$ cat config.mk
export PLATFORM = sky130hd
export DESIGN_NAME = regbank_write_sched
export DESIGN_NICKNAME = d
export VERILOG_FILES = /design/src/rtl/regbank_sched_pkg.sv /design/src/rtl/rr_picker.sv /design/src/rtl/regbank_write_sched.sv
export SDC_FILE = /design/constraint.sdc
export NUM_CORES = 1
export LEC_CHECK = 0
export CAP_MARGIN = 20
export CORE_UTILIZATION = 39
export CTS_CLUSTER_DIAMETER = 150
export CTS_CLUSTER_SIZE = 30
export DETAILED_ROUTE_END_ITERATION = 12
export PLACE_DENSITY = 0.82
export SLEW_MARGIN = 20
export SYNTH_ARGS = -nofsm -noshare
export SYNTH_HDL_FRONTEND = slang
export SYNTH_HIERARCHICAL = 1
export SYNTH_SLANG_ARGS = --single-unit
$ cat constraint.sdc
create_clock -name clk -period 2.1 [get_ports clk]
set_clock_uncertainty 0.15 [all_clocks]
set_input_delay 0.315 -clock clk [delete_from_list [all_inputs] [get_ports clk]]
set_output_delay 0.315 -clock clk [all_outputs]
set_load 0.1 [all_outputs]
$ cat src/rtl/regbank_sched_pkg.sv
// regbank_sched_pkg: shared state encoding and register-bank geometry for the write scheduler
package regbank_sched_pkg;
  localparam int REG_AW = 5;
  localparam int REG_DW = 32;
  localparam int NUM_REGS = 32;
  typedef enum logic [1:0] {IDLE, SETUP, STROBE} sched_state_t;
endpackage

$ cat src/rtl/rr_picker.sv
// rr_picker: combinational rotating-priority one-hot picker starting at ptr
module rr_picker #(
  parameter int N = 3,
  parameter int PW = (N > 1) ? $clog2(N) : 1
) (
  input  logic [N-1:0]  valid,
  input  logic [PW-1:0] ptr,
  output logic [N-1:0]  grant,
  output logic [PW-1:0] grant_idx
);
  logic [N-1:0] hi, pick;
  always_comb begin
    // prefer requesters at or above ptr, else wrap to the lowest valid one
    hi = valid & ({N{1'b1}} << ptr);
    pick = |hi ? hi : valid;
    grant = pick & (~pick + N'(1));
    grant_idx = '0;
    for (int i = 0; i < N; i++) if (grant[i]) grant_idx = PW'(i);
  end
endmodule

$ cat src/rtl/regbank_write_sched.sv
// regbank_write_sched: round-robin write-port scheduler with strobe sequencing and RAW busy scoreboard
module regbank_write_sched
  import regbank_sched_pkg::*;
#(
  parameter int NREQ = 3,
  parameter int DW = REG_DW,
  parameter int AW = REG_AW
) (
  input  logic                 clk,
  input  logic                 rst,
  input  logic [NREQ-1:0]      req_valid,
  output logic [NREQ-1:0]      req_ready,
  input  logic [NREQ*AW-1:0]   req_reg,
  input  logic [NREQ*DW-1:0]   req_val,
  output logic                 wr_sig,
  output logic [AW-1:0]        wr_reg,
  output logic [DW-1:0]        wr_val,
  input  logic                 rsv_valid,
  input  logic [AW-1:0]        rsv_reg,
  output logic [(2**AW)-1:0]   busy
);
  localparam int PW = (NREQ > 1) ? $clog2(NREQ) : 1;
  sched_state_t state, state_nx;
  logic [PW-1:0] ptr, gidx, ptr_nx;
  logic [NREQ-1:0] grant;
  logic acc;
  logic [AW-1:0] sel_reg;
  logic [DW-1:0] sel_val;
  rr_picker #(.N(NREQ), .PW(PW)) u_pick (
    .valid(req_valid),
    .ptr(ptr),
    .grant(grant),
    .grant_idx(gidx)
  );
  assign acc = (state == IDLE) && |req_valid;
  assign req_ready = (state == IDLE) ? grant : '0;
  assign ptr_nx = (gidx == PW'(NREQ - 1)) ? '0 : gidx + PW'(1);
  always_comb begin
    state_nx = (state == IDLE) ? (acc ? SETUP : IDLE) : (state == SETUP) ? STROBE : IDLE;
    sel_reg = '0;
    sel_val = '0;
    for (int i = 0; i < NREQ; i++) begin
      sel_reg = sel_reg | (req_reg[i*AW +: AW] & {AW{grant[i]}});
      sel_val = sel_val | (req_val[i*DW +: DW] & {DW{grant[i]}});
    end
  end
  always_ff @(posedge clk) begin
    if (rst) begin
      state <= IDLE;
      ptr <= '0;
      wr_sig <= 1'b0;
      wr_reg <= '0;
      wr_val <= '0;
    end else begin
      state <= state_nx;
      wr_sig <= (state_nx == STROBE);
      if (acc) begin
        ptr <= ptr_nx;
        wr_reg <= sel_reg;
        wr_val <= sel_val;
      end
    end
  end
  // set is written last so a new reservation overrides the retiring write
  always_ff @(posedge clk) begin
    if (rst) busy <= '0;
    else begin
      if (state == STROBE) busy[wr_reg] <= 1'b0;
      if (rsv_valid) busy[rsv_reg] <= 1'b1;
    end
  end
endmodule

==> metrics.csv, run 1 <==
stage;metric;value;unit
outcome;outcome;completed;
layout;Inserted Diodes;0;
route;vias post-DR;3958;
layout;most common cell after layout, fill and taps aside;clkdlybuf4s50_1;
logic_synthesis;Cells after Synth;370;
timing;final setup fails;0;
worst_setup_path;critical path class;flip-flop to primary output;
power;switching pwr;1900;uW
placement;Placer Congestion;0.845;
power;pwr/cell area;788;nW/um^2
layout;Nets;689;
layout;fillers;679;
worst_setup_path;startpoint types;flip-flop;
timing;measured slew at the worst slew-check pin;0.446;ns
worst_setup_path;worst stage delay on the critical path;0.36;ns
logic_synthesis;post-synthesis area per instance;9.32;um^2
logic_synthesis;post-synth net total;492;
timing;RSZ-0062 raised after global routing;no;
worst_setup_path;Crit. End Element;primary output;
route;DR iter-0 viols;226;
worst_setup_path;slowest CP cell;dfxtp_2;
global_routing;first-pass GRT wire length;18.8;mm
layout;Area Growth Syn to Fin;66.9;%
logic_synthesis;top cell type's share of synthesized area;42.4;%
die;num rows;33;
layout;final instance area;5760;um^2
clock_network;CTS tree;yes;
clock_network;hold buffers post-CTS;0;
clock_network;Clock Latency Late Sink;0.35;ns
worst_setup_path;delay-heaviest family, CP;flip-flops;
worst_setup_path;Crit path arrival time;1.56;ns
power;sequential share of power;35.3;%
die;die height;96.0;um
global_routing;vias in the first global route;3823;
clock_network;H-tree depth;3;
global_routing;gr usage total;26.8;%
logic_synthesis;post-synthesis cell type count;30;
global_routing;Overflow after GRT;0;
die;Initial Util;41.1;%
timing;max_slew headroom;70.1;%
clock_network;Clock Tree Buf Depth;2;
route;Post-Route WL;12.5;mm
logic_synthesis;Yosys reg bits;73;
layout;Reg area;1470;um^2
placement;Port Buf Inserts;194;
route;first-pass detailed-route iteration total;6;
global_routing;initial antenna violation count;0;
flow_run;Max Cap Viol;0;
power;peak supply drop;0.546;mV
worst_setup_path;crit path buf inv count;2;
placement;DP Area;5430;um^2
timing;hold slack;0.295;ns
timing;Final Hold Fails;0;
worst_setup_path;crit-path cells;nand2b_4 -> a21oi_2 -> o21a_2 -> buf_12 -> and2_4 -> buf_12;
logic_synthesis;synth top area cells;dfxtp_1, a222oi_1, o21ai_0, a211oi_2, nor2b_1;
logic_synthesis;yosys warns;6;
die;# IOs;195;
route;routed len/inst;18.4;um
clock_network;cts bufs inserted;9;
route;Vias per Instance;5.85;
route;DRC violations left;0;
clock_network;CTS Sinks;73;
power;Net Sw Frac;41.8;%
global_routing;largest net degree at the start of global routing;40;
worst_setup_path;CP dominant cell by count;buf_12;
power;power share of the clock group;22.4;%
clock_network;clock slew seen by the registers of the worst setup and hold paths;0.08;ns
timing;max-slew violations;0;
timing;FMAX;494;MHz
layout;most frequent cells in the layout;clkdlybuf4s50_1, buf_4, dfxtp_1;
clock_network;CTS Root Cell;clkbuf_8;
power;Combinational Power Share;42.3;%
power;Int Power;2640;uW
logic_synthesis;mapped cell area;3450;um^2
layout;share of cells above drive strength 1;26.9;%
die;core area;8380;um^2
die;DIE AREA;9220;um^2
die;die width;96.0;um
timing;final period utilization;96.4;%
timing;minimum clock period after layout;2.02;ns
power;Pleak;0.00220;uW
layout;multi-input combinational cell area;1830;um^2
hold_path;worst hold path class;input pin to flip-flop;
logic_synthesis;Seq/Total Area, Yosys;42.4;%
placement;HPWL after DPL;8.76;mm
worst_setup_path;Crit Path Max Fanout;5;
route;Post-DRT Antenna Nets;0;
logic_synthesis;leading area contributor after synthesis;dfxtp_1;
worst_setup_path;WP data required;1.63;ns
worst min-delay path, cell delays in order:
cell and delay, ns:
buf_2 0.24, nor2b_1 0.07, o21ai_0 0.06, o21ai_1 0.06
final cells by class:
type | count | area share [%]
timing repair buffer | 223 | 37.3
multi-input combinational | 260 | 31.8
sequential | 73 | 25.5
clock buffer | 10 | 2.39
tap | 105 | 2.28
clock inverter | 6 | 0.739
Yosys cell counts:
master     number
or3_1           3
nor3_1          1
nand4b_1        2
o21ai_0        58
nor3b_1         3
nor2_1          3
o21a_1          1
and2_1          4
dfxtp_1        73
o211a_1         1
buf_1           1
nand2b_1        5
or4b_1          1
a21oi_1        38
nand3b_1        6
nand4bb_1       3
nand2_1         3
buf_2           3
nand3_1         4
nor2b_2         1
o21ai_1         9
or3b_2          5
a222oi_1       37
buf_6           5
nor2b_1        34
clkbuf_1       26
and3_1          1
a211oi_1       20
buf_4           2
a211oi_2       17
routing by layer:
| metal | track usage, % | routed length, um |
|---|---|---|
| met1 | 31.1 | 4880 |
| met2 | 47.9 | 6380 |
| met3 | 5.21 | 915 |
| met4 | 10.8 | 279 |
| met5 | 0 | 0 |
power groups by stage:
stage               Combinational (uW)  Sequential (uW)  Clock, uW
floorplan                          519             2340          0
global placement                  1830             1620          0
detailed placement                1850             1630          0
CTS                               1900             1600       1020
global route                      1990             1620       1100
finish                            1920             1600       1020
cell families (layout without fill, tap and decap cells):
logic type	after synthesis	after routing	share of synthesized area, %
DFF	73	73	42.4
buffers and inverters	37	239	5.44
and+or+nand+nor	79	79	15.2
AOI/OAI and AO/OA	181	181	37.0
metrics by stage:
step	worst slack [ns]	instances	setup TNS (ns)	power [uW]	util, %
2_1_floorplan	0.0451	370	0	2860	-
5_1_grt	0.0139	677	0	4700	68.7
3_3_place_gp	-0.207	651	-4.28	3450	64.8
4_1_cts	0.0439	673	0	4520	68.2
6_report	0.0750	677	0	4530	68.7
3_5_place_dp	-0.209	651	-4.73	3480	64.8
worst paths after layout:
| check | startpoint | endpoint | slack (ns) | cells after the start |
|---|---|---|---|---|
| min | rst | busy[11]$_SDFF_PP0_ | 0.30 | 4 |
| min reg2reg | wr_sig$_SDFF_PP0_ | wr_sig$_SDFF_PP0_ | 0.37 | 1 |
| max | ptr[1]$_SDFFE_PP0P_ | req_ready[2] | 0.08 | 6 |
| max reg2reg | ptr[1]$_SDFFE_PP0P_ | wr_val[3]$_SDFFE_PP0P_ | 0.12 | 6 |
what timing repair did:
item                       in CTS  in global routing
gates cloned                    2                  0
pin swaps                       3                  2
gates resized for setup         7                  3
buffers inserted                5                  4
setup endpoints to repair       3                  2
Power figures use the tool's default switching activity.
==> inputs of run 2 (changes only) <==
CORE_UTILIZATION = 38   (was 39)
PLACE_DENSITY = 0.8   (was 0.82)
SYNTH_HIERARCHICAL = not set   (was 1)
==> run 2 against run 1 <==
  * Clock power up 25%
  * Sequential power about the same
  * Largest cell class unchanged
  * Sequential share of layout area up 0.26 points
  * Largest power group unchanged
  * Die area up 1.2%
==> metrics.csv, run 2 <==
stage;metric;value;unit;change
timing;max_slew headroom;67.0;%;-3.1 points
logic_synthesis;post-synth net total;526;;+6.9%
power;sequential share of power;34.1;%;-1.2 points
route;DRC violations left;0;;unchanged
route;first-pass detailed-route iteration total;5;;-1
route;Post-DRT Antenna Nets;0;;unchanged
die;# IOs;195;;unchanged
logic_synthesis;top cell type's share of synthesized area;43.0;%;+0.58 points
clock_network;H-tree depth;3;;unchanged
power;Pleak;0.00219;uW;-0.73%
logic_synthesis;EDFF count, synth;0;;unchanged
global_routing;gr usage total;25.8;%;-0.97 points
timing;final setup fails;0;;unchanged
power;Int Power;2800;uW;+6.3%
logic_synthesis;Seq/Total Area, Yosys;43.0;%;+0.58 points
global_routing;largest net degree at the start of global routing;38;;-5.0%
layout;fillers;752;;+11%
layout;Area Growth Syn to Fin;68.1;%;
clock_network;cts bufs inserted;9;;unchanged
placement;HPWL after DPL;9.09;mm;+3.8%
power;Combinational Power Share;38.7;%;-3.6 points
logic_synthesis;post-synthesis cell type count;35;;+17%
worst_setup_path;WP data required;1.63;ns;about the same
clock_network;Clock Tree Buf Depth;2;;unchanged
timing;minimum clock period after layout;2.03;ns;+0.00998 ns
logic_synthesis;Primary FF master, synth;dfxtp_1;;
clock_network;Clock Latency Late Sink;0.36;ns;about the same
timing;TNS Setup;0;ns;unchanged
die;num rows;34;;+3.0%
timing;RSZ-0062 raised after global routing;no;;
logic_synthesis;async set or reset register ratio after synthesis;0;%;unchanged
placement;Placer Congestion;0.845;;about the same
power;switching pwr;1890;uW;-0.41%
die;die height;96.6;um;+0.61%
flow_run;Max Cap Viol;0;;unchanged
logic_synthesis;count leader, synth;dfxtp_1;;
worst_setup_path;critical path class;flip-flop to primary output;;
timing;final period utilization;96.9;%;+0.48 points
timing;Final Hold Fails;0;;unchanged
worst_setup_path;startpoint types;flip-flop;;
layout;share of cells above drive strength 1;22.7;%;-4.2 points
route;vias post-DR;4000;;+1.1%
layout;most common cell after layout, fill and taps aside;clkdlybuf4s50_1;;
hold_path;worst hold path class;input pin to flip-flop;;
route;Vias per Instance;5.61;;-4.0%
clock_network;CTS tree;yes;;
timing;measured slew at the worst slew-check pin;0.494;ns;+0.0484 ns
logic_synthesis;yosys warns;0;;-6
logic_synthesis;synth top area cells;dfxtp_1, a21oi_1, a32oi_1, a211oi_1, nand2_1;;
route;DR iter-0 viols;154;;-32%
die;Initial Util;39.2;%;-1.9 points
placement;Placed Instances;695;;+6.8%
clock_network;CTS Sinks;73;;unchanged
global_routing;initial antenna violation count;1;;+1
placement;Port Buf Inserts;194;;unchanged
clock_network;clock slew seen by the registers of the worst setup and hold paths;0.08;ns;about the same
logic_synthesis;mapped cell area;3400;um^2;-1.3%
layout;fin cells;713;;+5.3%
power;peak supply drop;0.506;mV;-7.3%
logic_synthesis;Cells after Synth;404;;+9.2%
power;Net Sw Frac;40.3;%;-1.6 points
layout;most frequent cells in the layout;clkdlybuf4s50_1, buf_4, dfxtp_1;;
clock_network;hold buffers post-CTS;0;;unchanged
timing;FMAX;491;MHz;-0.49%
global_routing;Overflow after GRT;0;;unchanged
logic_synthesis;Yosys reg bits;73;;unchanged
route;routed len/inst;17.4;um;-5.2%
clock_network;CTS Root Cell;clkbuf_8;;
global_routing;first-pass GRT wire length;19.4;mm;+3.5%
outcome;outcome;completed;;
power;pwr/cell area;821;nW/um^2;+4.2%
global_routing;vias in the first global route;4031;;+5.4%
worst_setup_path;Crit. End Element;primary output;;
die;DIE AREA;9340;um^2;+1.2%
logic_synthesis;Post-synth top cells;dfxtp_1, a21oi_1, nand2_1, nor2_1, a32oi_1;;
worst_setup_path;Crit Path Max Fanout;6;;+1
worst_setup_path;Crit path arrival time;1.57;ns;about the same
die;die width;96.6;um;+0.61%
route;Post-Route WL;12.4;mm;-0.18%
logic_synthesis;leading area contributor after synthesis;dfxtp_1;;
die;core area;8680;um^2;+3.5%
power;power share of the clock group;27.2;%;+4.8 points
logic_synthesis;post-synthesis area per instance;8.42;um^2;-9.6%
layout;Nets;721;;+4.6%
timing;max-slew violations;0;;unchanged
run 2: changes by cell type after synthesis, sizes merged, moves of 5 or more:
cell	before	now
a22oi	0	7
clkbuf	26	21
nand2	3	37
o21ai	67	34
a222oi	37	0
o221ai	0	6
nor2	3	37
nor2b	35	3
a211oi	37	31
a32oi	0	31
a21oi	38	64
run 2: kinds of logic (layout without fill, tap and decap cells):
kind of cell / after synthesis / in the layout / share of synthesized area (%)
buffers and inverters: 37 / 237 / 5.19
other: 0 / 1 / 0
AND/OR/NAND/NOR: 117 / 117 / 17.2
AO/OA/AOI/OAI: 177 / 177 / 34.6
flip-flops: 73 / 73 / 43.0
run 2: path summary, 6_finish.rpt:
path | slack [ns] | to | startpoint | depth (start not counted)
max | 0.07 | req_ready[2] | ptr[1]$_SDFFE_PP0P_ | 4
min | 0.21 | wr_val[2]$_SDFFE_PP0P_ | rst | 2
max reg2reg | 0.25 | wr_val[7]$_SDFFE_PP0P_ | ptr[0]$_SDFFE_PP0P_ | 6
min reg2reg | 0.32 | wr_sig$_SDFF_PP0_ | wr_sig$_SDFF_PP0_ | 1
run 2: final cells by class:
cell class                      count  area, um^2  area share, %
Antenna cell                        1        2.50         0.0438
Clock buffer                       10         138           2.41
Clock inverter                      6        90.1           1.58
Inverter                            3        15.0          0.263
Multi-Input combinational cell    294        1810           31.6
Sequential cell                    73        1470           25.7
Tap cell                          108         135           2.36
Timing Repair Buffer              218        2060           36.0
run 2: timing repair:
item | CTS | global route
pin swaps | 1 | 1
setup buffers | 1 | 0
endpoints found under the hold margin | 0 | 0
endpoints found under the setup margin | 3 | 2
gates resized for setup | 7 | 4
run 2: power groups by stage:
stage,sequential [uW],combinational [uW],clock (uW)
detailed placement,1630,1810,0
CTS,1600,1820,1280
finish,1600,1820,1280
global placement,1620,1790,0
global route,1610,1900,1340
floorplan,2310,483,0
run 2: routing by layer:
layer	wire length [um]	vias to the layer above	global-route usage [%]
li1	-	1902	-
met1	4580	1853	27.9
met2	6440	216	47.2
met3	1060	29	5.78
met4	362	0	12.4
met5	0	-	0
run 2: worst max-delay path, cell delays in order (launching register included):
cell,delay (ns)
dfxtp_4,0.38
nor2b_1,0.13
o31a_1,0.35
and2_4,0.19
buf_12,0.16
run 2: stage by stage:
stage               setup WS [ns]  hold WS [ns]  instance area [um^2]  power [uW]  util (%)
CTS                       0.00594         0.200                  5700        4700      65.7
global route               0.0251         0.254                  5720        4840      65.9
global placement          -0.0890         0.304                  5460        3410      62.9
floorplan                  0.0182         0.329                  3410        2800         -
detailed placement         -0.150         0.308                  5460        3440      62.9
finish                     0.0650         0.207                  5720        4690      65.9
==> inputs of run 3 (changes only) <==
CAP_MARGIN = not set   (was 20)
==> results of run 3 <==
The final DEF is identical to that of run 2; final timing and power are the same.
